==> config.mk <==
export PLATFORM = sky130hd
export DESIGN_NAME = serial_xfer_scheduler
export DESIGN_NICKNAME = d
export VERILOG_FILES = /design/src/rtl/serial_xfer_scheduler.sv
export SDC_FILE = /design/constraint.sdc
export NUM_CORES = 1
export LEC_CHECK = 0
export ABC_AREA = 0
export CAP_MARGIN = 20
export CELL_PAD_IN_SITES_DETAIL_PLACEMENT = 1
export CELL_PAD_IN_SITES_GLOBAL_PLACEMENT = 1
export CORE_ASPECT_RATIO = 2
export CORE_MARGIN = 2
export CORE_UTILIZATION = 29
export CTS_BUF_LIST = sky130_fd_sc_hd__clkbuf_16
export CTS_CLUSTER_SIZE = 28
export DETAILED_ROUTE_END_ITERATION = 10
export GPL_TIMING_DRIVEN = 0
export PLACE_DENSITY = 0.82
export SETUP_SLACK_MARGIN = 0.05
export SLEW_MARGIN = 15
export SYNTH_ARGS = -nofsm -noshare
export SYNTH_HDL_FRONTEND = slang
export SYNTH_SLANG_ARGS = --single-unit
==> constraint.sdc <==
create_clock -name clk_i -period 4 [get_ports clk_i]
set_input_delay 0.8 -clock clk_i [delete_from_list [all_inputs] [get_ports clk_i]]
set_output_delay 0.8 -clock clk_i [all_outputs]
set_load 0.005 [all_outputs]
==> src/rtl/serial_xfer_scheduler.sv <==
// Sequences the full-duplex serial engine for a TX and an RX client: round-robin grant,
// timed start pulse, busy/idle tracking, ack/data return and a sticky timeout error.
module serial_xfer_scheduler #(
  parameter int DATA_WIDTH_BASE = 5,
  parameter int START_HOLD      = 2,
  parameter int TIMEOUT         = 1023,
  localparam int W              = 2 ** DATA_WIDTH_BASE
) (
  input  logic         clk_i,
  input  logic         rst_i,
  input  logic         tx_req_i,
  input  logic [W-1:0] tx_wdata_i,
  output logic         tx_ack_o,
  input  logic         rx_req_i,
  output logic         rx_ack_o,
  output logic [W-1:0] rx_rdata_o,
  output logic         err_o,
  input  logic         err_clr_i,
  output logic         last_mode_o,
  output logic         eng_start_o,
  output logic         eng_mode_o,
  output logic [W-1:0] eng_transmit_data_o,
  input  logic         eng_busy_i,
  input  logic         eng_finish_i,
  input  logic [W-1:0] eng_receive_data_i,
  output logic [7:0]   finish_cnt_o
);

  localparam int HCW = (START_HOLD > 1) ? $clog2(START_HOLD) : 1;
  localparam int TCW = (TIMEOUT > 1) ? $clog2(TIMEOUT) : 1;
  localparam logic [HCW-1:0] HOLD_LAST = HCW'(START_HOLD - 1);
  localparam logic [TCW-1:0] TMO_LAST  = TCW'(TIMEOUT - 1);

  typedef enum logic [2:0] {
    S_IDLE, S_ISSUE, S_WAIT_BUSY, S_RUN, S_DONE, S_ERR
  } state_e;

  state_e         state_q, state_d;
  logic [HCW-1:0] hold_q, hold_d;
  logic [TCW-1:0] tmo_q, tmo_d;
  logic           rr_rx_q, rr_rx_d;
  logic           mode_q, mode_d;
  logic [W-1:0]   txd_q, txd_d;
  logic [W-1:0]   rdata_q, rdata_d;
  logic [7:0]     fcnt_q, fcnt_d;
  logic           err_q, err_d;
  logic           tx_ack_q, tx_ack_d;
  logic           rx_ack_q, rx_ack_d;
  logic           grant_rx, to_err, to_done;

  always_comb begin
    state_d  = state_q;
    hold_d   = hold_q;
    tmo_d    = tmo_q;
    rr_rx_d  = rr_rx_q;
    mode_d   = mode_q;
    txd_d    = txd_q;
    rdata_d  = rdata_q;
    fcnt_d   = fcnt_q;
    err_d    = err_q;
    tx_ack_d = 1'b0;
    rx_ack_d = 1'b0;
    grant_rx = 1'b0;
    to_err   = 1'b0;
    to_done  = 1'b0;
    if (err_clr_i) err_d = 1'b0;
    case (state_q)
      S_IDLE: begin
        if (tx_req_i || rx_req_i) begin
          // Pointer only moves on contention; a lone requester never steals the other's turn.
          grant_rx = rx_req_i && (!tx_req_i || rr_rx_q);
          if (tx_req_i && rx_req_i) rr_rx_d = ~rr_rx_q;
          mode_d = grant_rx;
          if (!grant_rx) txd_d = tx_wdata_i;
          fcnt_d  = '0;
          hold_d  = '0;
          state_d = S_ISSUE;
        end
      end
      S_ISSUE: begin
        if (hold_q == HOLD_LAST) begin
          tmo_d   = '0;
          state_d = S_WAIT_BUSY;
        end else begin
          hold_d = hold_q + HCW'(1);
        end
      end
      S_WAIT_BUSY: begin
        if (eng_busy_i) begin
          tmo_d   = '0;
          state_d = S_RUN;
        end else if (tmo_q == TMO_LAST) begin
          to_err = 1'b1;
        end else begin
          tmo_d = tmo_q + TCW'(1);
        end
      end
      S_RUN: begin
        if (eng_finish_i && fcnt_q != 8'hFF) fcnt_d = fcnt_q + 8'd1;
        if (!eng_busy_i) to_done = 1'b1;
        else if (tmo_q == TMO_LAST) to_err = 1'b1;
        else tmo_d = tmo_q + TCW'(1);
      end
      S_DONE:  state_d = S_IDLE;
      S_ERR:   if (err_clr_i) state_d = S_IDLE;
      default: state_d = S_IDLE;
    endcase
    // Acks are registered on entry so they land in the DONE / first ERR cycle together with rx data.
    if (to_done) begin
      state_d  = S_DONE;
      tx_ack_d = ~mode_q;
      rx_ack_d = mode_q;
      if (mode_q) rdata_d = eng_receive_data_i;
    end
    if (to_err) begin
      state_d  = S_ERR;
      err_d    = 1'b1;
      tx_ack_d = ~mode_q;
      rx_ack_d = mode_q;
    end
  end

  always_ff @(posedge clk_i or posedge rst_i) begin
    if (rst_i) begin
      state_q  <= S_IDLE;
      hold_q   <= '0;
      tmo_q    <= '0;
      rr_rx_q  <= 1'b1;
      mode_q   <= 1'b0;
      txd_q    <= '0;
      rdata_q  <= '0;
      fcnt_q   <= '0;
      err_q    <= 1'b0;
      tx_ack_q <= 1'b0;
      rx_ack_q <= 1'b0;
    end else begin
      state_q  <= state_d;
      hold_q   <= hold_d;
      tmo_q    <= tmo_d;
      rr_rx_q  <= rr_rx_d;
      mode_q   <= mode_d;
      txd_q    <= txd_d;
      rdata_q  <= rdata_d;
      fcnt_q   <= fcnt_d;
      err_q    <= err_d;
      tx_ack_q <= tx_ack_d;
      rx_ack_q <= rx_ack_d;
    end
  end

  assign eng_start_o         = (state_q == S_ISSUE);
  assign eng_mode_o          = (state_q == S_ISSUE) && mode_q;
  assign eng_transmit_data_o = txd_q;
  assign tx_ack_o            = tx_ack_q;
  assign rx_ack_o            = rx_ack_q;
  assign rx_rdata_o          = rdata_q;
  assign err_o               = err_q;
  assign last_mode_o         = mode_q;
  assign finish_cnt_o        = fcnt_q;

endmodule

* Word-level counts from Yosys, hierarchy flattened *
Index checks and enable logic that the tools add are counted.

word-level totals
  bits in registers = 91
  input port bits = 71

cells by class
  $add $sub $neg = 3
  eq/ne operators = 15
  muxes and demuxes = 30
  bitwise gates (word level) = 3
  reductions and logical operators = 20

operator list
  kind                     number
  $mux W10                 4
  $pmux W10 S3             1
  $mux W3                  6
  $mux W8                  2
  $pmux W8 S2              1
  $pmux W3 S5              1
  $mux W1                  13
  $ne A4 B4 Y1 const B     3
  $reduce_and A3 Y1        4
  $add A10 B1 Y10 const B  1
  $eq A10 B10 Y1 const B   1
  $add A8 B1 Y8 const B    1
  $ne A8 B8 Y1 const B     1
  $eq A3 B2 Y1 const B     2
  $ne A2 B2 Y1 const B     3
  $reduce_and A2 Y1        3
  $reduce_bool A2 Y1       3
  $reduce_and A5 Y1        1
  $logic_and A1 B1 Y1      4
  $ne A4 B1 Y1 const B     1
  $pmux W1 S2              2
  $eq A3 B1 Y1 const B     1
  $eq A3 B3 Y1 const B     1
  $logic_not A3 Y1         1
  7 further kinds          10

* Longest topological paths before layout *
Gate-level depths: netlist of the first run.

  word-level depth = 6
  mapped depth = 7
  gate-level depth less buffers = 7

* Worst setup path before layout of the first run *
No wires, ideal clock.

  kind = input to register
  start point = input port eng_busy_i
  end point = register tmo_q[7]
  library setup time = 0.124 ns
  data arrival time = 1.686 ns
  required time = 3.876 ns
  slack = 2.190 ns
  stages on the path = 5
  buffers on the path = 0
  cell sequence = nor2b_1 -> nor3_2 -> nor2_2 -> a21oi_1 -> a211o_1

on the way
  longest elaborated chain between the ends = 2
  elaborated cells on any way between the ends = 4
  classes of those cells = eq/ne: 1; mux: 2; reduce/logical: 1

ends and longest elaborated chain
  what                                                      line  text
  start, declared                                           23    input logic eng_busy_i,
  $mux W10 / $ne A2 B2 Y1 (equally long branches)           -
  $pmux W10 S3 / $reduce_and A3 Y1 (equally long branches)  -
  end signal, assigned                                      139   tmo_q <= tmo_d;
  end, declared                                             40    logic [TCW-1:0] tmo_q, tmo_d;

Parallel ways exist; a longest one is shown, timed or not.
A chain may end at the register's enable or synchronous reset.

* Worst setup path in the final report of the first run *
  start point = register state_q[0]
  end point = output port eng_start_o

on the way
  longest elaborated chain between the ends = 1

ends and longest elaborated chain
  what                    line  text
  start, declared         38    state_e state_q, state_d;
  start signal, assigned  137   state_q <= state_d;
  $eq A3 B1 Y1            151   assign eng_start_o = (state_q == S_ISSUE);
  end, declared           20    output logic eng_start_o,

Every way passes these cells.

==> results.cfg, run 1 <==
[worst_setup_path]
path_delay_family = buffers and inverters
critPathMaxFanout = 10
setup.worst_path.start_class = register
worst_path_largest_cell_delay_ns = 0.53
cp-end-kind = output pin
worstRegToRegCells = 7
rr_endpoint = tmo_q[7]
r2r_start = tmo_q[0]
crit_arrival_ns = 1.80
criticalPathCategory = reg2out
r2r_setup_slack_ns = 1.91
timing.critical_path.depth = 3
cp_cell_sequence = buf_2 > and2_1 > clkdlybuf4s50_1
critPathLaunch = state_q[0]
crit_required_ns = 3.20
crit_path_top_delay_cell = sky130_fd_sc_hd__clkdlybuf4s50_1
crit_end = eng_start_o
crit_buf_inv = 2

[run_status]
outcome = finished, violations left
violations = design-rule violations

[drt]
detail_route.drc_violations = 13
detail_route.first_pass.iterations = 7
num_vias = 2960
post_drt_via_cell_ratio = 4.84
wl_mm = 10.8
top_layer_used = met4
dr_wl_met2_mm = 6.42
routed_wire_length_per_instance_um = 17.6
detail_route.iter0.violations = 116
detailroute.wirelength.met3_um = 719
route.antenna.remaining_nets = 0
drt-met1-wl_mm = 3.37

[min_path]
holdCritPathClass = reg2reg

[synth]
post_synth_main_area_contributors = sky130_fd_sc_hd__dfrtp_1 (58%), sky130_fd_sc_hd__mux2_2 (9.9%), sky130_fd_sc_hd__mux2_1 (8.7%), sky130_fd_sc_hd__xnor2_1 (2.0%), sky130_fd_sc_hd__nor2_1 (1.9%)
post_synth.cell_area_avg_um2 = 13.2
yosys_reg_bits = 91
synth_top_family_by_area = multiplexers
seq_area_frac_synth = 0.588
synth_adder_area_share = 0.00968
share_of_the_synthesized_netlist_area_taken_by_xor_and_xnor_gates = 0.0248
ys.flop_type = sky130_fd_sc_hd__dfrtp_1
yosys.cell_count.top_type = sky130_fd_sc_hd__dfrtp_1
synth_area_um2 = 3880
synth_nets = 368
synth_compound_area_frac = 0.0607
postSynthCellCount = 294
synth_common_cells = sky130_fd_sc_hd__dfrtp_1 (90), sky130_fd_sc_hd__mux2_2 (34), sky130_fd_sc_hd__mux2_1 (30)
postSynth.asyncResetShare = 1.00
synth.top_cell.area_share = 0.581
synth_cell_type_count = 47
number_of_enable_type_register_cells_in_the_synthesized_netlist = 0
synth_simple_gate_area_share = 0.107
synth_top_cell_by_area = sky130_fd_sc_hd__dfrtp_1
post_synth_mux_area_share = 0.186
synth-warning-count = 0

[pwr]
p_comb_frac = 0.418
power_switching_uw = 1240
power_density_nw_per_um2 = 708
internal_power_component_uw = 2930
vdd.ir_drop.worst_mv = 0.340
seqPwrFrac = 0.365
clock_power_share = 0.216
power_leakage_uw = 0.00247
switching_share = 0.297
p_total_uw = 4170

[final_layout]
num-nets-final = 528
layout.core_utilization = 0.451
final_cell_area_um2 = 5900
synth_to_final_area_change_pct = 52.1
layout-drive-gt1-share = 0.157
insertedDiodeCount = 0
layout.cells.non_filler = 611

[global_routing]
grt-ovfl-total = 0
first_global_vias = 3380
track_usage = 0.153
grt_pass1_wl_mm = 17.2
grt_max_degree = 48
antenna_found_initial = 0

[sta]
grt_setup_unrepaired = false
timing_max_transition_violations_final = 0
timing.final.crit_share = 0.649
worst_slew_pin_slew_ns = 0.606
timing.fmax_mhz = 385
hold_violations = 0
worst_slew_margin_rel = 0.596
finalCriticalPeriod_ns = 2.60
timing.clock.skew_ns = 0.00932
total_setup_violations_reported_at_the_end_of_the_flow = 0

[place]
count_of_placed_standard_cells_including_taps = 595
place.gp.congestion = 0.810
hpwl_mm = 8.49
dpl_cell_area_um2 = 5580
port_buffers = 148

[cts]
clk_transition_reported_paths_ns = 0.07
number_of_buffers_created_by_cts = 9
cts-hold-fix-buffers = 0
tritoncts = built
tritoncts_num_sinks = 91
clock_tree.htree_level_count = 3
post-cts-setup-buffers = 0
cts.repair.resized = 0
cts-root-buf = sky130_fd_sc_hd__clkbuf_16
cts-root-to-sink-buffers = 2
clkLatencyLatePin_ns = 0.33

[floorplanning]
initial_utilization = 0.297
design.core.area_um2 = 13100
dieArea_um2 = 14400
floorplan.io_pins = 149
floorplan.die.width_um = 85.8
core.rowCount = 59
dieHeight_um = 168

[flow_run]
timing.max_cap.violations = 0
worst min-delay path by stage:
stage | startpoint | end | slack, ns | cells past startpoint
after floorplan | last_mode_o | tx_ack_o | 0.46 | 1
after global placement | rx_rdata_o[20] | rx_rdata_o[20] | 0.47 | 1
after detailed placement | rx_rdata_o[28] | rx_rdata_o[28] | 0.48 | 1
after CTS | rx_rdata_o[13] | rx_rdata_o[13] | 0.49 | 1
after global routing | rr_rx_q | rr_rx_q | 0.50 | 1
final | rx_rdata_o[13] | rx_rdata_o[13] | 0.49 | 1
layout make-up:
| cell class | instances | area, um2 |
|---|---|---|
| fillers | 1402 | 7170 |
| plain buffers | 11 | 73.8 |
| multi-input cells | 187 | 1510 |
| repair buffers | 149 | 1510 |
| clock buffers | 9 | 225 |
| inverters | 5 | 21.3 |
| flip-flops and latches | 91 | 2280 |
| clock inverters | 7 | 93.8 |
| well taps | 152 | 190 |
sequential cells by signal (all words and copies together), names as in the netlist:
register / cells
eng_transmit_data_o: 32
err_o: 1
finish_cnt_o: 8
hold_q: 1
last_mode_o: 1
rr_rx_q: 1
rx_ack_o: 1
rx_rdata_o: 32
state_q: 3
tmo_q: 10
tx_ack_o: 1
cells in the final DEF (no fill, tap or decap), types with 3 or more instances in the layout:
cell	n
sky130_fd_sc_hd__mux2_2	34
sky130_fd_sc_hd__nand3_1	13
sky130_fd_sc_hd__inv_1	5
sky130_fd_sc_hd__buf_2	8
sky130_fd_sc_hd__o21ai_0	5
sky130_fd_sc_hd__nor2_1	20
sky130_fd_sc_hd__nor4_1	3
sky130_fd_sc_hd__a21oi_1	8
sky130_fd_sc_hd__nand2b_1	3
sky130_fd_sc_hd__ha_1	3
sky130_fd_sc_hd__nor3_2	3
sky130_fd_sc_hd__nor2b_1	4
sky130_fd_sc_hd__nor3_1	4
sky130_fd_sc_hd__nand2_1	9
sky130_fd_sc_hd__o31ai_1	3
sky130_fd_sc_hd__nand4_1	3
sky130_fd_sc_hd__clkbuf_16	9
sky130_fd_sc_hd__dfrtp_1	90
sky130_fd_sc_hd__clkdlybuf4s50_1	148
sky130_fd_sc_hd__xnor2_1	9
sky130_fd_sc_hd__buf_6	3
sky130_fd_sc_hd__mux2_1	30
routing by layer:
metal / track usage / vias up
met4: 0.0559 / 0
met1: 0.139 / 1471
li1: - / 1370
met5: 0 / -
met3: 0.0463 / 17
met2: 0.304 / 102
metrics by stage:
| step | hold WS (ns) | setup slack, ns | TNS [ns] |
|---|---|---|---|
| 4_1_cts | 0.491 | 1.38 | 0 |
| 3_3_place_gp | 0.467 | -0.620 | -54.63 |
| 6_report | 0.485 | 1.40 | 0 |
| 5_1_grt | 0.500 | 1.27 | 0 |
| 2_1_floorplan | 0.463 | 0.838 | 0 |
| 3_5_place_dp | 0.475 | 1.25 | 0 |
power groups by stage:
stage | clock network, uW | logic (uW) | registers, uW
floorplan | 0 | 724 | 1540
global placement | 0 | 1710 | 1520
finish | 903 | 1750 | 1520
global route | 983 | 1880 | 1580
CTS | 936 | 1780 | 1530
detailed placement | 0 | 1770 | 1550
logic make-up (layout without fill, tap and decap cells):
group / Yosys count / in the layout
multiplexers: 64 / 64
AND/OR/NAND/NOR: 75 / 75
buffers and inverters: 16 / 181
AO/OA/AOI/OAI: 34 / 34
XOR/XNOR: 11 / 11
adder cells (fa/ha/maj): 3 / 3
flip-flops: 91 / 91
Note: power is estimated with default switching activity, not from simulation.
==> run 2, diff against run 1 <==
clock period = 2.5 ns   (was 4 ns; I/O delays follow)
==> run 2 against run 1 <==
Effect of this change: the run still ends with design-rule violations left; cell count rose by 0.16%; non-clock buffer count up 1; clock skew down 0.0031 ns; register-to-register slack lost 1.5 ns; die area unchanged; sequential power is 61% higher; sequential share of layout area down 0.12 points; worst setup slack got worse by 1.2 ns; power up 61%.
==> results.cfg, run 2 (synthesized netlist as in run 1, its figures left out) <==
[drt]
post_drt_via_cell_ratio = 4.93
routed_wire_length_per_instance_um = 17.7
detail_route.first_pass.iterations = 9
num_vias = 3015
detail_route.iter0.violations = 99
detail_route.drc_violations = 15
route.antenna.remaining_nets = 0
wl_mm = 10.9

[floorplanning]
design.core.area_um2 = 13100
core.rowCount = 59
floorplan.io_pins = 149
dieArea_um2 = 14400
initial_utilization = 0.297
floorplan.die.width_um = 85.8
dieHeight_um = 168

[worst_setup_path]
critPathLaunch = state_q[0]
rr_endpoint = state_q[1]
critPathMaxFanout = 10
cp_cell_sequence = buf_2 > and2_1 > clkdlybuf4s50_1
crit_arrival_ns = 1.85
setup.worst_path.start_class = register
worst_path_largest_cell_delay_ns = 0.53
cp-end-kind = output pin
path_delay_family = buffers and inverters
crit_buf_inv = 2
timing.critical_path.depth = 3
crit_path_top_delay_cell = sky130_fd_sc_hd__clkdlybuf4s50_1
worstRegToRegCells = 7
r2r_setup_slack_ns = 0.36
crit_required_ns = 2.00
r2r_start = tmo_q[0]
criticalPathCategory = reg2out
crit_end = eng_start_o

[final_layout]
synth_to_final_area_change_pct = 52.6
layout.core_utilization = 0.453
mostFrequentLayoutCells = sky130_fd_sc_hd__clkdlybuf4s50_1 (148), sky130_fd_sc_hd__dfrtp_1 (90), sky130_fd_sc_hd__mux2_2 (34)
num-nets-final = 529
insertedDiodeCount = 0
num-fill-cells = 1375
mostFrequentLayoutCell = sky130_fd_sc_hd__clkdlybuf4s50_1
layout-drive-gt1-share = 0.161

[global_routing]
track_usage = 0.157
grt_pass1_wl_mm = 17.5
grt-ovfl-total = 0
first_global_vias = 3388
grt_max_degree = 34
antenna_found_initial = 0

[sta]
timing.clock.skew_ns = 0.00625
timing_max_transition_violations_final = 0
finalCriticalPeriod_ns = 2.35
worst_slew_margin_rel = 0.547
timing.fmax_mhz = 426
grt_setup_unrepaired = false
hold_violations = 0
holdWs_ns = 0.488
worst_slew_pin_slew_ns = 0.679
timing.final.crit_share = 0.939
total_setup_violations_reported_at_the_end_of_the_flow = 0

[min_path]
holdCritPathClass = reg2reg

[cts]
clock_tree.htree_level_count = 3
tritoncts_num_sinks = 91
clkLatencyLatePin_ns = 0.34
cts-root-to-sink-buffers = 2
tritoncts = built
cts-root-buf = sky130_fd_sc_hd__clkbuf_16
cts-hold-fix-buffers = 0
cts.repair.resized = 0
number_of_buffers_created_by_cts = 9
clk_transition_reported_paths_ns = 0.07
post-cts-setup-buffers = 0

[run_status]
outcome = finished, violations left
violations = design-rule violations

[pwr]
power_leakage_uw = 0.00247
power_density_nw_per_um2 = 1140
vdd.ir_drop.worst_mv = 0.436
p_total_uw = 6720

[flow_run]
timing.max_cap.violations = 0

[place]
port_buffers = 148
hpwl_mm = 8.56
place.gp.congestion = 0.784
[run 2: cell types whose count changed in the layout (fill, tap and decap cells not counted), sizes merged]
cell / delta
buf: +1
clkinvlp: +1
clkinv: -1
[run 2: worst min-delay path by stage]
stage                              start             end  cells past startpoint
final                      rx_rdata_o[4]   rx_rdata_o[4]                      1
after global routing       rx_rdata_o[4]   rx_rdata_o[4]                      1
after CTS                 rx_rdata_o[21]  rx_rdata_o[21]                      1
after detailed placement  rx_rdata_o[21]  rx_rdata_o[21]                      1
after global placement     rx_rdata_o[1]   rx_rdata_o[1]                      1
after floorplan              last_mode_o        tx_ack_o                      1
[run 2: layer usage]
metal	global-route usage	part of all wire
met5	0	0
met4	0.0628	0.029
met3	0.0448	0.064
met2	0.301	0.57
met1	0.152	0.34
[run 2: cell type report]
cell class	instances	area, um2	share of cell area
inverter	5	22.5	0.00381
clock inverter	7	98.8	0.0167
sequential	91	2280	0.385
clock buffer	9	225	0.0381
timing repair buffer	150	1520	0.257
multi-input combinational	187	1510	0.255
tap	152	190	0.0321
buffer	11	73.8	0.0125
[run 2: where the power goes]
part	internal [uW]	switching [uW]	total [uW]	leakage (uW)
Combinational	1720	1080	2800	0.00119
Sequential	2100	339	2440	0.00112
Clock	884	601	1480	0.000156
Total	4700	2020	6720	0.00247
[run 2: through the flow]
step	setup WS [ns]	TNS (ns)	area [um2]	instances
4_1_cts	0.140	0	5920	612
2_1_floorplan	0.819	0	3880	294
6_report	0.153	0	5920	612
5_1_grt	0.0564	0	5920	612
3_5_place_dp	0.0693	0	5590	596
3_3_place_gp	-0.0713	-5.41	5550	594
